$ cat config.mk
export PLATFORM = sky130hd
export DESIGN_NAME = retire_rat_flat
export DESIGN_NICKNAME = d
export VERILOG_FILES = /design/src/rtl/retire_rat_pkg.sv /design/src/rtl/retire_rat_if.sv /design/src/rtl/retire_rat_preg_free_fifo.sv /design/src/rtl/retire_rat.sv /design/src/flat_wrapper.sv
export SDC_FILE = /design/constraint.sdc
export NUM_CORES = 1
export LEC_CHECK = 0
export CAP_MARGIN = 15
export CORE_MARGIN = 1.5
export CORE_UTILIZATION = 55
export CTS_BUF_LIST = sky130_fd_sc_hd__clkbuf_4
export CTS_CLUSTER_DIAMETER = 100
export DETAILED_ROUTE_END_ITERATION = 6
export DONT_BUFFER_PORTS = 1
export PLACE_DENSITY = 0.68
export SYNTH_ARGS = -nofsm -noshare
export SYNTH_HDL_FRONTEND = slang
export SYNTH_SLANG_ARGS = --single-unit
$ cat constraint.sdc
create_clock -name clk -period 6.83 [get_ports clk]
set_input_delay 1.366 -clock clk [delete_from_list [all_inputs] [get_ports clk]]
set_output_delay 1.366 -clock clk [all_outputs]
set_load 0.01 [all_outputs]
$ cat src/rtl/retire_rat_pkg.sv
// Shared types for the commit-side retirement RAT.
// The retire_rat file header names the optional RETIRE_PERF_EN counters.
package rv32i_types;
   localparam int NUM_REGS = 64;
   localparam int NUM_ARCH = 32;

   typedef enum logic [0:0] {
      IDLE    = 1'b0,
      RESTORE = 1'b1
   } retire_state_t;

   typedef struct packed {
      logic [4:0]                  arch;
      logic [$clog2(NUM_REGS)-1:0] phys;
   } restore_beat_t;
endpackage

$ cat src/rtl/retire_rat_if.sv
// Commit, free-list and restore signals between the ROB/frontend and retire_rat.
interface retire_rat_if #(parameter int PW = 6);
   logic          valid_commit;
   logic [4:0]    commit_arch_rd;
   logic [PW-1:0] commit_phys_rd;
   logic          flush;
   logic          commit_ready;
   logic          free_valid;
   logic [PW-1:0] free_preg;
   logic          free_ready;
   logic          restore_valid;
   logic [4:0]    restore_arch;
   logic [PW-1:0] restore_phys;
   logic          restore_busy;
   logic [31:0]   retire_count;
   logic [31:0]   flush_count;

   modport slave (
      input  valid_commit, commit_arch_rd, commit_phys_rd, flush, free_ready,
      output commit_ready, free_valid, free_preg,
      output restore_valid, restore_arch, restore_phys, restore_busy,
      output retire_count, flush_count
   );

   modport master (
      output valid_commit, commit_arch_rd, commit_phys_rd, flush, free_ready,
      input  commit_ready, free_valid, free_preg,
      input  restore_valid, restore_arch, restore_phys, restore_busy,
      input  retire_count, flush_count
   );
endinterface

$ cat src/rtl/retire_rat_preg_free_fifo.sv
// Small FIFO of physical register ids; a push into a full queue is taken
// only when a pop happens in the same cycle.
module preg_free_fifo #(
   parameter int DEPTH = 4,
   parameter int W     = 6
) (
   input  logic         clk,
   input  logic         rst,
   input  logic         push_i,
   input  logic [W-1:0] push_data_i,
   output logic         full_o,
   input  logic         pop_i,
   output logic [W-1:0] pop_data_o,
   output logic         empty_o
);
   localparam int AW = $clog2(DEPTH);
   localparam logic [AW:0] PTR_ONE = {{AW{1'b0}}, 1'b1};

   logic [DEPTH-1:0][W-1:0] mem_q;
   logic [AW:0]             wr_q, rd_q;
   logic                    do_pop, do_push;

   // Extra MSB on each pointer separates full from empty.
   assign empty_o    = (wr_q == rd_q);
   assign full_o     = (wr_q[AW] != rd_q[AW]) && (wr_q[AW-1:0] == rd_q[AW-1:0]);
   assign do_pop     = pop_i & ~empty_o;
   assign do_push    = push_i & (~full_o | do_pop);
   assign pop_data_o = mem_q[rd_q[AW-1:0]];

   always_ff @(posedge clk or negedge rst) begin
      if (!rst) begin
         mem_q <= '0;
         wr_q  <= '0;
         rd_q  <= '0;
      end else begin
         if (do_push) begin
            mem_q[wr_q[AW-1:0]] <= push_data_i;
            wr_q                <= wr_q + PTR_ONE;
         end
         if (do_pop) rd_q <= rd_q + PTR_ONE;
      end
   end
endmodule

$ cat src/rtl/retire_rat.sv
// Retirement RAT: applies committed mappings, frees superseded pregs and streams
// the map to the frontend after a flush. RETIRE_PERF_EN adds retire/flush counters.
module retire_rat #(
   parameter int NUM_REGS     = rv32i_types::NUM_REGS,
   parameter int FREE_Q_DEPTH = 4,
   localparam int PW          = $clog2(NUM_REGS)
) (
   input  logic         clk,
   input  logic         rst,
   retire_rat_if.slave  bus
);
   import rv32i_types::*;

   localparam logic [0:0] S_IDLE    = IDLE;
   localparam logic [0:0] S_RESTORE = RESTORE;

   logic [0:0]           state_q, state_d;
   logic [4:0]           idx_q, idx_d;
   logic [31:0][PW-1:0]  rrat_q, rrat_d;
   logic                 fifo_full, fifo_empty, pop, push, accept;
   logic [PW-1:0]        head;

   assign pop              = ~fifo_empty & bus.free_ready;
   assign bus.commit_ready = ~fifo_full | pop;
   // Commits during a restore walk are ignored so the streamed map stays stable.
   assign accept           = bus.valid_commit & bus.commit_ready & (state_q == S_IDLE);
   assign push             = accept & (bus.commit_arch_rd != 5'd0);
   assign bus.free_valid   = ~fifo_empty;
   assign bus.free_preg    = head;

   preg_free_fifo #(.DEPTH(FREE_Q_DEPTH), .W(PW)) u_free_q (
      .clk        (clk),
      .rst        (rst),
      .push_i     (push),
      .push_data_i(rrat_q[bus.commit_arch_rd]),
      .full_o     (fifo_full),
      .pop_i      (pop),
      .pop_data_o (head),
      .empty_o    (fifo_empty)
   );

   always_comb begin
      rrat_d = rrat_q;
      if (push) rrat_d[bus.commit_arch_rd] = bus.commit_phys_rd;
   end

   // A flush always (re)starts the walk at index 1; index 0 is hardwired.
   always_comb begin
      state_d = state_q;
      idx_d   = idx_q;
      if (bus.flush) begin
         state_d = S_RESTORE;
         idx_d   = 5'd1;
      end else if (state_q == S_RESTORE) begin
         if (idx_q == 5'd31) begin
            state_d = S_IDLE;
            idx_d   = 5'd0;
         end else begin
            idx_d = idx_q + 5'd1;
         end
      end
   end

   always_ff @(posedge clk or negedge rst) begin
      if (!rst) begin
         state_q <= S_IDLE;
         idx_q   <= 5'd0;
         for (int i = 0; i < 32; i++) rrat_q[i] <= PW'(i);
      end else begin
         state_q <= state_d;
         idx_q   <= idx_d;
         rrat_q  <= rrat_d;
      end
   end

   assign bus.restore_valid = (state_q == S_RESTORE);
   assign bus.restore_busy  = (state_q == S_RESTORE);
   assign bus.restore_arch  = idx_q;
   assign bus.restore_phys  = rrat_q[idx_q];

`ifdef RETIRE_PERF_EN
   logic [31:0] retire_cnt_q, flush_cnt_q;

   always_ff @(posedge clk or negedge rst) begin
      if (!rst) begin
         retire_cnt_q <= 32'd0;
         flush_cnt_q  <= 32'd0;
      end else begin
         if (accept)    retire_cnt_q <= retire_cnt_q + 32'd1;
         if (bus.flush) flush_cnt_q  <= flush_cnt_q + 32'd1;
      end
   end

   assign bus.retire_count = retire_cnt_q;
   assign bus.flush_count  = flush_cnt_q;
`else
   assign bus.retire_count = 32'd0;
   assign bus.flush_count  = 32'd0;
`endif

`ifndef SYNTHESIS
   a_commit_when_ready: assert property (@(posedge clk) disable iff (!rst)
      bus.valid_commit |-> bus.commit_ready);
   a_no_commit_in_restore: assert property (@(posedge clk) disable iff (!rst)
      bus.valid_commit |-> (state_q == S_IDLE));
`endif
endmodule
$ cat src/flat_wrapper.sv
// flat-port wrapper written by rule: the top's interface ports become plain ports
module retire_rat_flat import rv32i_types::*;
#(
   parameter int NUM_REGS     = rv32i_types::NUM_REGS,
   parameter int FREE_Q_DEPTH = 4,
   localparam int PW          = $clog2(NUM_REGS)
)
  (clk, rst, bus_valid_commit, bus_commit_arch_rd, bus_commit_phys_rd, bus_flush, bus_free_ready, bus_commit_ready, bus_free_valid, bus_free_preg, bus_restore_valid, bus_restore_arch, bus_restore_phys, bus_restore_busy, bus_retire_count, bus_flush_count);
  retire_rat_if bus_i ();
  input  logic clk;
  input  logic rst;
  input wire logic [$bits(bus_i.valid_commit)-1:0] bus_valid_commit;
  input wire logic [$bits(bus_i.commit_arch_rd)-1:0] bus_commit_arch_rd;
  input wire logic [$bits(bus_i.commit_phys_rd)-1:0] bus_commit_phys_rd;
  input wire logic [$bits(bus_i.flush)-1:0] bus_flush;
  input wire logic [$bits(bus_i.free_ready)-1:0] bus_free_ready;
  output wire logic [$bits(bus_i.commit_ready)-1:0] bus_commit_ready;
  output wire logic [$bits(bus_i.free_valid)-1:0] bus_free_valid;
  output wire logic [$bits(bus_i.free_preg)-1:0] bus_free_preg;
  output wire logic [$bits(bus_i.restore_valid)-1:0] bus_restore_valid;
  output wire logic [$bits(bus_i.restore_arch)-1:0] bus_restore_arch;
  output wire logic [$bits(bus_i.restore_phys)-1:0] bus_restore_phys;
  output wire logic [$bits(bus_i.restore_busy)-1:0] bus_restore_busy;
  output wire logic [$bits(bus_i.retire_count)-1:0] bus_retire_count;
  output wire logic [$bits(bus_i.flush_count)-1:0] bus_flush_count;
  assign bus_i.valid_commit = bus_valid_commit;
  assign bus_i.commit_arch_rd = bus_commit_arch_rd;
  assign bus_i.commit_phys_rd = bus_commit_phys_rd;
  assign bus_i.flush = bus_flush;
  assign bus_i.free_ready = bus_free_ready;
  assign bus_commit_ready = bus_i.commit_ready;
  assign bus_free_valid = bus_i.free_valid;
  assign bus_free_preg = bus_i.free_preg;
  assign bus_restore_valid = bus_i.restore_valid;
  assign bus_restore_arch = bus_i.restore_arch;
  assign bus_restore_phys = bus_i.restore_phys;
  assign bus_restore_busy = bus_i.restore_busy;
  assign bus_retire_count = bus_i.retire_count;
  assign bus_flush_count = bus_i.flush_count;
  retire_rat #(.NUM_REGS(NUM_REGS), .FREE_Q_DEPTH(FREE_Q_DEPTH)) u_core (.clk(clk), .rst(rst), .bus(bus_i));
endmodule
======== Yosys cells after proc, flatten, opt, wreduce, memory -nomap -nowiden ========
Cells that the tools add are included.
operators by class
  $add $sub $neg .......................... 3
  order comparisons ....................... 6
  equality and inequality tests ........... 4
  mux-type cells .......................... 18
  bitwise operators ....................... 11
  reduce and logical (&&, ||, !) cells .... 5
operators with widths
  operator                                                                              number
  192-bit bitwise mux                                                                   1
  6-bit binary-select mux with 5-bit select                                             2
  6-bit demux with 5-bit select                                                         1
  6-bit two-way mux                                                                     5
  24-bit bitwise mux                                                                    1
  5-bit two-way mux                                                                     3
  6-bit binary-select mux with 2-bit select                                             1
  6-bit demux with 2-bit select                                                         1
  5-bit by 6-bit less-than comparator with 1-bit output (second input constant)         2
  3-bit by 1-bit adder with 3-bit output (second input constant)                        2
  1-bit bitwise AND                                                                     6
  2-bit by 3-bit less-than comparator with 1-bit output (second input constant)         2
  5-bit by 1-bit adder with 5-bit output (second input constant)                        1
  5-bit == test (second input constant)                                                 1
  5-bit by 1-bit greater-or-equal comparator with 1-bit output (second input constant)  1
  5-bit nonzero test                                                                    1
  3-bit == test                                                                         1
  1-bit logical AND                                                                     3
  1-bit two-way mux                                                                     3
  1-bit NOT                                                                             3
  2-bit == test                                                                         1
  2-bit by 1-bit greater-or-equal comparator with 1-bit output (second input constant)  1
  1-bit OR                                                                              2
  2-bit nonzero test                                                                    1
  1-bit inequality test                                                                 1
word-level totals
  bits in registers ....................... 228
  input bits .............................. 16
  output and inout bits ................... 85
  logic and storage cells ................. 87

======== Logic depth before layout (Yosys ltp) ========
  depth after elaboration ................. 8
  gate-level depth with buffers ........... 8
  depth with buffers taken out ............ 7

======== Modules after synthesis ========
Synthesis repeated with hierarchy kept, for this count alone.
second synthesis, totals
  cells, all modules ...................... 859
  area, all modules ....................... 12,664.6 um^2
modules (own cells, without submodules)
  module          times used  cells each  area each (um^2)  sequential area each (um^2)
  retire_rat      1           766         11,124.4          5,054.8
  preg_free_fifo  1           93          1,540.2           750.7

======== Least setup slack after synthesis ========
No wires, ideal clock.
  path type ............................... register -> output
  start ................................... register u_core.idx_q[0] (netlist: u_core.bus.restore_arch[0])
  end ..................................... output port bus_restore_phys[3]
  arrival time ............................ 1,966 ps
  required time ........................... 5,464 ps
  slack ................................... 3,498 ps
  stages on the path, launching flop included .. 7
  path through ............................ dfrtp_1 buf_2 buf_2 mux4_2 a221o_1 a21oi_1 a221oi_1
between the ends
  longest elaborated chain between the ends .. 2
ends and longest elaborated chain
  what                                       line                text
  start, declared                            retire_rat.sv:18    logic [4:0] idx_q, idx_d;
  start signal, assigned                     retire_rat.sv:71    idx_q <= idx_d;
  6-bit binary-select mux with 5-bit select  retire_rat.sv:79    assign bus.restore_phys = rrat_q[idx_q];
  6-bit two-way mux (not written as such)    retire_rat.sv:79
  end, declared                              flat_wrapper.sv:22  output wire logic [$bits(bus_i.restore_phys)-1:0] bus_restore_phys;
Every way passes these cells. The select of a mux whose other input is x is not followed.

======== Worst setup path after layout ========
  start ................................... register u_core.idx_q[0] (netlist: u_core.bus.restore_arch[0])
  end ..................................... output port bus_restore_phys[4]
Same word-level chain as after synthesis.

==> metrics.cfg <==
[critical_path]
critPathCaptureType = output port
worstSetupStartpointType = register
criticalPathCategory = register to output port
crit_path_max_incr_delay_ns = 0.87
worstPathRequired_ns = 5.46
worstPathMaxFanout = 35
critPathBufInv = 1
cp_cell_sequence = buf_4 -> mux4_2 -> mux2i_1 -> a221oi_1
cp_slowest_cell = dfrtp_4
crit_arrival_ns = 3.15
critical_path.top_delay_family = flip-flops

[logic_synthesis]
synth_ff_type = dfrtp_1
yosys.area.top_type_share_pct = 28.72
synth-async-reset-ratio_pct = 100.0
yosysMostFrequentCell = mux2_2
synth_area_sq_um = 12890
synth_top_area_cell = dfrtp_1
synth_warnings = 0
synth_edf_count = 0
ys_seq_area_share_pct = 45.03
synth_common_cells = mux2_2 (194), dfrtp_1 (148), mux2i_1 (110), dfstp_2 (80), buf_4 (68)
syn_inst = 977
synth_area_leaders = dfrtp_1 (29%), mux2_2 (17%), dfstp_2 (16%), mux4_2 (9.4%), mux2i_1 (8.5%)
ys_types = 44
avgSynthCellArea_sq_um = 13.20
ys_ff_latch = 228

[sta]
setup_violations = 0
finalHoldViolCount = 0
slew_violations = 0
fmax_ghz = 0.2214
finalSetupTns_ns = 0
worstMarginPinSlew_ns = 1.229
relSlewSlack_pct = 17.30
min_period_over_period_pct = 66.14
rsz0062_at_grt = false
min_period_ns = 4.517
fin_worst_skew_ns = 0.03664

[floorplan]
io_pins = 101
rows = 55
core-area_sq_um = 22850
initial_core_util_pct = 56.43
dieArea_sq_um = 24370
die_y_um = 156.1
die_w_um = 156.1

[power_and_ir_drop]
power.density_nw_per_um2 = 209.0
total_leakage_power_uw = 0.006148
ir_drop_v = 0.0001084
total_power_uw = 2825

[clock_network]
cts_setup_buffers = 0
clkSlewWorstSetupHoldPaths_ns = 0.07
ctsHoldBuffers = 0
clock-sinks = 228
clk_latency_ns = 0.72
cts_resized = 0
cts_max_path_buffers = 3
cts_tree = built
cts-buffers-inserted = 61
cts_htree_levels = 2
cts-root-buf = clkbuf_4

[routing]
drtAntennaViolNets = 0
dr.pass1.iters = 7
via_per_inst = 6.340
vias = 8413
drcViolationCount = 0
drtIter0Drc = 684
post_drt_wl_per_cell_um = 24.84
wl_um = 32960

[worst_hold_path]
min_path_type = input port to asynchronous set/reset pin

[finish]
final_area_sq_um = 13520
drive_gt1_share_pct = 46.00
area_delta_synth_final_pct = 4.833
multiInputGateArea_sq_um = 6385
fin_cells = 1327
fill_cells = 1873
seqCellArea_sq_um = 5811
nets = 983

[global_route]
grt_usage_pct = 27.91
grt_max_degree = 229
grt_pass1_wl_um = 50840
antenna_found_initial = 1
grt_overflow = 0
grt_pass1_vias = 8360

[status]
status = complete, no violations

[placed_design]
io_buffers = 0
numPlacedInstances = 1210
dp_hpwl_um = 21320
gp_congestion = 0.8833
place_area_sq_um = 12710

[run]
drv_cap = 0

## routing by layer
layer / wire length (um) / share of wire, % / vias to the layer above / GRT usage (%)
met5: 0 / 0 / - / 0
met4: 1299 / 3.9 / 0 / 12.61
met3: 2480 / 7.5 / 66 / 5.000
met2: 14620 / 44 / 402 / 40.53
met1: 14560 / 44 / 4341 / 40.87
li1: - / - / 3604 / -
## layout make-up
class                   instances  area share [%]
multi-input cells             643           47.24
flip-flops and latches        228           42.99
clock buffers                  97           5.387
well taps                     313           2.897
clock inverters                19          0.5554
inverters                      19          0.5276
repair buffers                  7          0.3888
diodes                          1         0.01851
## through the flow
stage / utilization [%] / setup slack, ns / hold slack [ns]
after floorplan: - / 3.498 / 0.4451
after global placement: 55.60 / 3.045 / 0.3817
after detailed placement: 55.64 / 3.020 / 0.3865
after CTS: 59.15 / 2.270 / 0.3195
after global routing: 59.16 / 2.077 / 0.3237
final: 59.16 / 2.313 / 0.3475
## registers in the layout, indices dropped and copies added (netlist names)
register,count
u_core.bus.restore_busy,1
u_core.u_free_q.wr_q,3
u_core.u_free_q.mem_q,24
u_core.rrat_q,192
u_core.bus.restore_arch,5
u_core.u_free_q.rd_q,3
## report_power, final
part           switching, uW  total, uW  internal, uW  leakage, uW
Clock                    583       1230           644     0.000486
Sequential              47.0       1420          1370      0.00287
Combinational           94.5        180          85.7      0.00279
Total                    725       2830          2100      0.00615
## path summary, 6_finish.rpt
check / from / end / slack, ns / depth (start not counted)
worst min-delay path: rst / u_core.u_free_q.mem_q[3] / 0.35 / 0
worst max-delay path: u_core.bus.restore_arch[0] / bus_restore_phys[4] / 2.31 / 4
max in group asynchronous: rst / u_core.rrat_q[130] / 6.16 / 0
worst min register to register: u_core.rrat_q[0] / u_core.rrat_q[0] / 0.41 / 0
worst max register to register: u_core.u_free_q.rd_q[0] / u_core.rrat_q[155] / 3.82 / 5
min in group clk: u_core.rrat_q[0] / u_core.rrat_q[0] / 0.41 / 0
## kinds of logic after synthesis
family | share of synthesized area [%]
AOI/OAI and AO/OA | 6.366
xor gates and xnor gates | 0.4755
adders and majority gates | 0.6793
buffers and inverters | 7.297
DFF | 45.03
muxes | 34.92
other | 0.02908
and+or+nand+nor | 5.211
## cell usage in the layout (no fill, tap or decap), types with 5 or more instances in the layout
| master | count |
|---|---|
| mux2_2 | 194 |
| dfrtp_1 | 146 |
| mux2i_1 | 110 |
| clkbuf_4 | 97 |
| dfstp_2 | 80 |
| conb_1 | 64 |
| mux4_2 | 54 |
| a31oi_1 | 49 |
| o22ai_1 | 48 |
| inv_1 | 19 |
| clkinv_1 | 15 |
| nor4_1 | 12 |
| a21oi_1 | 10 |
| nand3_2 | 9 |
| nand3_1 | 8 |
| ha_1 | 7 |
| buf_4 | 7 |
| a221o_1 | 6 |
| a221oi_1 | 6 |
| nand4bb_1 | 6 |
| nor3_2 | 6 |
| nor3_4 | 6 |
| and3_1 | 5 |
| nor2_1 | 5 |
No activity file was read; power rests on OpenSTA's default activity.
